<file path="src/rtl/gray_ptr_pkg.sv">
// gray_ptr_pkg
// Shared constants and pointer helpers for the async-FIFO pointer crossing.
// The helpers operate on a MAX_W-wide container. Callers zero-extend their
// pointer into it and truncate the result. Gray<->binary conversion and
// popcount are unaffected by zero-extension, so one set of functions serves
// every pointer width up to MAX_W.
package gray_ptr_pkg;

    localparam int MODE_WR = 0;
    localparam int MODE_RD = 1;

    localparam int MAX_W = 16;

    typedef logic [MAX_W-1:0] ptr_max_t;

    function automatic ptr_max_t bin2gray(input ptr_max_t b);
        return b ^ (b >> 1);
    endfunction

    function automatic ptr_max_t gray2bin(input ptr_max_t g);
        ptr_max_t b;
        b[MAX_W-1] = g[MAX_W-1];
        for (int i = MAX_W - 2; i >= 0; i--) begin
            b[i] = b[i+1] ^ g[i];
        end
        return b;
    endfunction

    function automatic int unsigned popcount(input ptr_max_t v);
        int unsigned n;
        n = 0;
        for (int i = 0; i < MAX_W; i++) begin
            n += {31'd0, v[i]};
        end
        return n;
    endfunction

endpackage

</file>
<file path="src/rtl/gray_ptr_sync_cmp_sync_chain.sv">
// sync_chain
// Plain multi-flop synchroniser: STAGES back-to-back registers, no logic in
// between, all cleared by the asynchronous active-low reset.
// Ports:
//   clk   destination clock
//   rst   asynchronous, active-low reset
//   din   asynchronous input bus (Gray-coded, so at most one bit moves)
//   dout  last stage
module sync_chain #(
    parameter int WIDTH  = 1,
    parameter int STAGES = 2
) (
    input  logic             clk,
    input  logic             rst,
    input  logic [WIDTH-1:0] din,
    output logic [WIDTH-1:0] dout
);

    logic [WIDTH-1:0] stage_q [STAGES];

    always_ff @(posedge clk or negedge rst) begin
        if (!rst) begin
            for (int i = 0; i < STAGES; i++) begin
                stage_q[i] <= '0;
            end
        end else begin
            stage_q[0] <= din;
            for (int i = 1; i < STAGES; i++) begin
                stage_q[i] <= stage_q[i-1];
            end
        end
    end

    assign dout = stage_q[STAGES-1];

endmodule

</file>
<file path="src/rtl/gray_ptr_sync_cmp.sv">
// gray_ptr_sync_cmp
// Destination-domain half of an async FIFO pointer crossing. The remote Gray
// pointer is synchronised, converted to binary and compared with the local
// binary pointer to give occupancy and full/empty/almost flags. Until the
// synchroniser has flushed its reset contents the flags block conservatively.
// Sticky integrity flags catch multi-bit Gray steps and impossible levels.
// Ports:
//   clk              destination clock
//   rst              asynchronous, active-low reset
//   remote_ptr_gray  Gray pointer from the other domain
//   local_ptr_bin    local binary pointer (clk domain)
//   err_clr          synchronous clear of gray_err / ptr_err
//   sync_ptr_gray    last synchroniser stage
//   sync_ptr_bin     registered binary of sync_ptr_gray
//   level            occupancy (0 while not ready)
//   full             write side only
//   empty            read side only
//   almost           almost-full (write side) / almost-empty (read side)
//   sync_ready       synchroniser warmed up
//   gray_err         sticky Gray step violation
//   ptr_err          sticky level > DEPTH
module gray_ptr_sync_cmp
    import gray_ptr_pkg::*;
#(
    parameter int PTR_SZ      = 2,
    parameter int SYNC_STAGES = 2,
    parameter int MODE        = 0,
    parameter int ALMOST_TH   = 1
) (
    input  logic            clk,
    input  logic            rst,
    input  logic [PTR_SZ:0] remote_ptr_gray,
    input  logic [PTR_SZ:0] local_ptr_bin,
    input  logic            err_clr,
    output logic [PTR_SZ:0] sync_ptr_gray,
    output logic [PTR_SZ:0] sync_ptr_bin,
    output logic [PTR_SZ:0] level,
    output logic            full,
    output logic            empty,
    output logic            almost,
    output logic            sync_ready,
    output logic            gray_err,
    output logic            ptr_err
);

    localparam int PW    = PTR_SZ + 1;
    localparam int DEPTH = 2 ** PTR_SZ;

    localparam logic [PW-1:0] DEPTH_V   = PW'(DEPTH);
    localparam logic [PW-1:0] WR_TH_V   = PW'(DEPTH - ALMOST_TH);
    localparam logic [PW-1:0] RD_TH_V   = PW'(ALMOST_TH);
    localparam logic [2:0]    READY_CNT = 3'(SYNC_STAGES + 1);

    if (SYNC_STAGES < 2 || SYNC_STAGES > 4) begin : g_bad_stages
        $error("gray_ptr_sync_cmp: SYNC_STAGES must be 2..4");
    end
    if (MODE != MODE_WR && MODE != MODE_RD) begin : g_bad_mode
        $error("gray_ptr_sync_cmp: MODE must be 0 or 1");
    end
    if (ALMOST_TH < 0 || ALMOST_TH > DEPTH) begin : g_bad_th
        $error("gray_ptr_sync_cmp: ALMOST_TH must be 0..DEPTH");
    end
    if (PW > MAX_W) begin : g_bad_width
        $error("gray_ptr_sync_cmp: pointer wider than package MAX_W");
    end

    logic [PW-1:0] bin_q;
    logic [PW-1:0] gray_prev_q;
    logic [2:0]    wu_cnt_q;
    logic          gray_err_q;
    logic          ptr_err_q;
    logic [PW-1:0] raw_level;
    logic          gray_set;
    logic          ptr_set;

    sync_chain #(
        .WIDTH  (PW),
        .STAGES (SYNC_STAGES)
    ) u_sync (
        .clk  (clk),
        .rst  (rst),
        .din  (remote_ptr_gray),
        .dout (sync_ptr_gray)
    );

    assign sync_ready = (wu_cnt_q == READY_CNT);

    // Difference is taken modulo 2**PW; the extra MSB lets a full FIFO
    // (difference DEPTH) be told apart from an empty one (difference 0).
    always_comb begin
        raw_level = local_ptr_bin - bin_q;
        if (MODE == MODE_RD) begin
            raw_level = bin_q - local_ptr_bin;
        end
    end

    // A legal crossing moves at most one Gray bit per destination cycle.
    assign gray_set = sync_ready &&
                      (popcount(ptr_max_t'(gray_prev_q ^ sync_ptr_gray)) > 1);
    assign ptr_set  = sync_ready && (raw_level > DEPTH_V);

    always_ff @(posedge clk or negedge rst) begin
        if (!rst) begin
            bin_q       <= '0;
            gray_prev_q <= '0;
            wu_cnt_q    <= '0;
            gray_err_q  <= 1'b0;
            ptr_err_q   <= 1'b0;
        end else begin
            bin_q       <= PW'(gray2bin(ptr_max_t'(sync_ptr_gray)));
            gray_prev_q <= sync_ptr_gray;
            if (wu_cnt_q != READY_CNT) begin
                wu_cnt_q <= wu_cnt_q + 3'd1;
            end
            // A new violation in the clearing cycle must not be lost.
            gray_err_q <= gray_set | (gray_err_q & ~err_clr);
            ptr_err_q  <= ptr_set  | (ptr_err_q  & ~err_clr);
        end
    end

    // Before warm-up the chain still holds reset zeros, so report a state
    // that stops the local side from writing (full) or reading (empty).
    always_comb begin
        level  = '0;
        full   = 1'b0;
        empty  = 1'b0;
        almost = 1'b1;
        if (MODE == MODE_WR) begin
            full = 1'b1;
        end else begin
            empty = 1'b1;
        end
        if (sync_ready) begin
            level = raw_level;
            if (MODE == MODE_WR) begin
                full   = (raw_level == DEPTH_V);
                almost = (raw_level >= WR_TH_V);
            end else begin
                empty  = (raw_level == '0);
                almost = (raw_level <= RD_TH_V);
            end
        end
    end

    assign sync_ptr_bin = bin_q;
    assign gray_err     = gray_err_q;
    assign ptr_err      = ptr_err_q;

endmodule

</file>
<file path="config.mk">
export PLATFORM = sky130hd
export DESIGN_NAME = gray_ptr_sync_cmp
export DESIGN_NICKNAME = d
export VERILOG_FILES = /design/src/rtl/gray_ptr_pkg.sv /design/src/rtl/gray_ptr_sync_cmp_sync_chain.sv /design/src/rtl/gray_ptr_sync_cmp.sv
export SDC_FILE = /design/constraint.sdc
export NUM_CORES = 1
export LEC_CHECK = 0
export ABC_AREA = 0
export CORE_MARGIN = 3
export CORE_UTILIZATION = 46
export CTS_CLUSTER_SIZE = 12
export DETAILED_ROUTE_END_ITERATION = 10
export PLACE_DENSITY = 0.78
export RECOVER_POWER = 50
export REMOVE_ABC_BUFFERS = 1
export SETUP_SLACK_MARGIN = 0.1
export SLEW_MARGIN = 10
export SYNTH_ARGS = -nofsm -noshare
export SYNTH_HDL_FRONTEND = slang
export SYNTH_HIERARCHICAL = 1
export SYNTH_SLANG_ARGS = --single-unit
</file>
<file path="constraint.sdc">
create_clock -name clk -period 2.8 [get_ports clk]
set_input_delay 0.42 -clock clk [delete_from_list [all_inputs] [get_ports clk]]
set_output_delay 0.42 -clock clk [all_outputs]
set_load 0.02 [all_outputs]
</file>
==> summary.md <==
| Metric | Value |
|---|---|
| Filler cell count in the final layout | 102 |
| Post-synthesis instance area | 715.7 um2 |
| Time the worst path needs with I/O delays and setup | 2.594 ns |
| Data required, critical path | 2.38 ns |
| Hold buffer count at cts | 0 |
| Antenna Cells | 0 |
| Total power density per cell area | 615.0 mW/mm2 |
| Post-Route Hold Slack | 0.3580 ns |
| Sum of overflow across all layers after global routing | 0 |
| Total CTS buffers | 3 |
| Post-layout nets | 94 |
| Depth of the worst hold-timing path | 0 |
| Slowest-stage cell, CP | sky130_fd_sc_hd__clkdlybuf4s50_1 |
| Classification of the worst setup path | input port to primary output |
| Maximum number of pins on one net before global-route repair | 17 |
| Worst-skew pair later-pin latency | 0.28 ns |
| Type of destination of the critical path | primary output |
| Switching Fraction | 28.55% |
| Reg2reg end | ptr_err |
| Via count of the first global-routing pass | 476 |
| Setup repair after global routing missed its margin | false |
| Worst rel slew slack | 56.27% |
| Switching component of the power | 0.1674 mW |
| Number of top-level pins | 24 |
| Worst Setup SP | local_ptr_bin[0] |
| Drt first pass iters | 3 |
| Number of max-slew violations in the final report | 0 |
| Layout Cell Area excl Fill | 953.4 um2 |
| CP arrival | 2.17 ns |
| Number of distinct library cells after synthesis | 20 |
| Syn Area/Cell | 12.56 um2 |
| Worst path top cell family by delay | buffers and inverters |
| First-pass GRT wire length | 1869 um |
| TritonCTS clock tree | yes |
| CTS Root Cell | sky130_fd_sc_hd__clkbuf_4 |
| Number of register bits inferred by synthesis | 16 |
| Height of the die | 45.45 um |
| Power, Total | 0.5863 mW |
| Count of placed standard cells in the final layout, fillers left out | 94 |
| Start point of the worst min-delay path | u_sync/stage_q[5] |
| Worst path most repeated cell | sky130_fd_sc_hd__inv_1 |
| Warnings from Yosys | 6 |
| Final setup skew | 0.0005321 ns |
| Startpoint Class | input port |
| Share of total power in sequential cells | 44.3% |
| Final Cycle Share | 92.63% |
| Clock edge transition at the registers on the reported setup and hold paths | 0.09 ns |
| Buffers plus inverters on the worst setup path | 5 |
| Initial DRC Count | 7 |
| Flop-to-flop setup slack | 1.14 ns |
| Avg WL per Cell | 11.50 um |
| Post-synthesis sequential area ratio | 55.94% |
| Endpoints failing setup | 0 |
| Cell area after placement | 927.1 um2 |
| Achievable frequency | 0.3856 GHz |
| Outcome | finished clean |
| Clock network fraction of total power | 24.8% |
| Share of cells above drive strength 1 | 13.92% |
| Post-Synthesis Cells | 57 |
| Hold violation total from the final report | 0 |
| Core Region | 0.001383 mm2 |
| Worst stage delay on the critical path | 0.47 ns |
| Routability congestion estimate from global placement | 0.7104 |
| Post-Place Setup Slack | -0.1848 ns |
| Worst setup slack after layout | 0.2064 ns |
| Number of buffers between clock root and the deepest sink | 2 |
| Detail Route Antenna Nets | 0 |
| Area enclosed by the die boundary | 0.002065 mm2 |
| Internal Dissipation | 0.4189 mW |
| Worst Reg-to-Reg Cells | 6 |
| Via Count | 455 |
| # rows | 13 |
| Number of max-cap violations | 0 |
| Fraction of power consumed by combinational cells | 30.9% |
| Post-route DRC violation count | 0 |
| P_leak | 0.4496 nW |
| Sequence of cells on the critical path | clkdlybuf4s50_1 -> inv_1 -> ha_1 -> inv_1 -> fa_1 -> buf_4 -> and2_1 -> clkdlybuf4s15_1 |
| Width of the chip | 45.45 um |
| Worst min path class | register to register |
| Overall global routing resource usage | 13.01% |
| Antenna violations before repair | 0 |
| WL final | 1081 um |
| Transition time of the tightest slew-check pin | 0.6538 ns |
| Reg2Reg Launch Point | sync_ptr_bin[0] |
| Post-CTS Setup Bufs | 0 |
| Worst vdd rail ir drop | 396.3 uV |
| Total of cells resized after clock tree synthesis | 6 |
| Detailed-route vias per instance | 4.840 |
| Port Buf Inserts | 22 |
| Initial core utilization | 51.76% |
| Synth-to-Final Area Change | 33.22% |
| End point of the most critical hold path | u_sync/dout[2] |
| Deepest level of the CTS H-tree | 1 |
| Placed cell count | 90 |
| # clock sinks | 16 |
| Largest fanout of any net on the critical path | 3 |
| Estimated wirelength of the detail-placed design | 887.7 um |
## power by group through the flow
stage	Clock (mW)	Sequential [mW]	Combinational [mW]
finish	0.146	0.260	0.181
global route	0.162	0.262	0.199
CTS	0.153	0.260	0.187
detailed placement	0	0.265	0.195
global placement	0	0.264	0.191
floorplan	0	0.282	0.0785
## synthesized netlist by cell type
cell type                   n  area (um2)
sky130_fd_sc_hd__dfrtp_1   16       400.4
sky130_fd_sc_hd__inv_1      7       26.28
sky130_fd_sc_hd__buf_4      5       37.54
sky130_fd_sc_hd__ha_1       4       50.05
sky130_fd_sc_hd__xor2_1     4       35.03
sky130_fd_sc_hd__nand2_1    3       11.26
sky130_fd_sc_hd__nand2b_1   2       12.51
sky130_fd_sc_hd__nor2_1     2       7.510
sky130_fd_sc_hd__o21ai_0    2       10.01
sky130_fd_sc_hd__xnor2_1    2       17.52
sky130_fd_sc_hd__and2_1     1       6.260
sky130_fd_sc_hd__buf_2      1       5.000
sky130_fd_sc_hd__conb_1     1       3.750
sky130_fd_sc_hd__fa_1       1       20.02
sky130_fd_sc_hd__mux2_2     1       11.26
sky130_fd_sc_hd__nand3_1    1       5.000
sky130_fd_sc_hd__nor2b_1    1       6.260
sky130_fd_sc_hd__o221ai_1   1       8.760
sky130_fd_sc_hd__o32ai_2    1       16.27
sky130_fd_sc_hd__xor3_2     1       25.02
## placed cells by master, fill, tap and decap left out, drive strengths merged, types with 3 or more instances in the layout
| cell | Yosys | layout |
|---|---|---|
| xor2 | 4 | 4 |
| dfrtp | 16 | 16 |
| buf | 6 | 3 |
| inv | 7 | 7 |
| nand2 | 3 | 3 |
| ha | 4 | 4 |
| clkbuf | 0 | 5 |
| dlygate4sd3 | 0 | 4 |
| clkdlybuf4s50 | 0 | 14 |
## worst max path at each step
stage	slack, ns	to	cells after the start
after detailed placement	-0.18	full	8
after CTS	0.1	full	8
final	0.21	level[1]	8
after global placement	-0.11	full	8
after floorplan	0.60	full	5
after global routing	0.10	full	8
## area by class of cell
| class | count | area [um2] | area share [%] |
|---|---|---|---|
| Inverter | 7 | 26.28 | 2.756 |
| Clock buffer | 4 | 36.28 | 3.806 |
| Tap cell | 15 | 18.77 | 1.969 |
| Multi-Input combinational cell | 28 | 246.5 | 25.85 |
| Sequential cell | 16 | 400.4 | 41.99 |
| Timing Repair Buffer | 24 | 225.2 | 23.62 |
## per-layer routing
layer | global-route usage [%] | vias up | wire length [um]
li1 | - | 216 | -
met1 | 13.37 | 213 | 419
met2 | 24.23 | 24 | 531
met3 | 1.186 | 2 | 110
met4 | 8.772 | 0 | 20
met5 | 0 | - | 0
## through the flow
stage | utilization, % | TNS (ns)
floorplan | - | 0
global placement | 67.06 | -0.1480
detailed placement | 67.06 | -0.4807
CTS | 69.50 | 0
global route | 68.96 | 0
finish | 68.96 | 0
## cell families after synthesis
family | count (synthesis) | share of synthesized area [%]
XOR/XNOR | 7 | 10.84
flip-flops | 16 | 55.94
AND/OR/NAND/NOR | 10 | 6.819
buffers and inverters | 13 | 9.616
multiplexers | 1 | 1.573
other | 1 | 0.5240
adder cells (fa/ha/maj) | 5 | 9.791
AO/OA/AOI/OAI | 4 | 4.896
## registers in the layout, indices dropped and copies added (netlist names)
register / flops
sync_ptr_bin: 3
wu_cnt_q: 3
u_sync/dout: 3
gray_err: 1
u_sync/stage_q: 3
gray_prev_q: 2
ptr_err: 1
No activity file was read; power rests on OpenSTA's default activity.
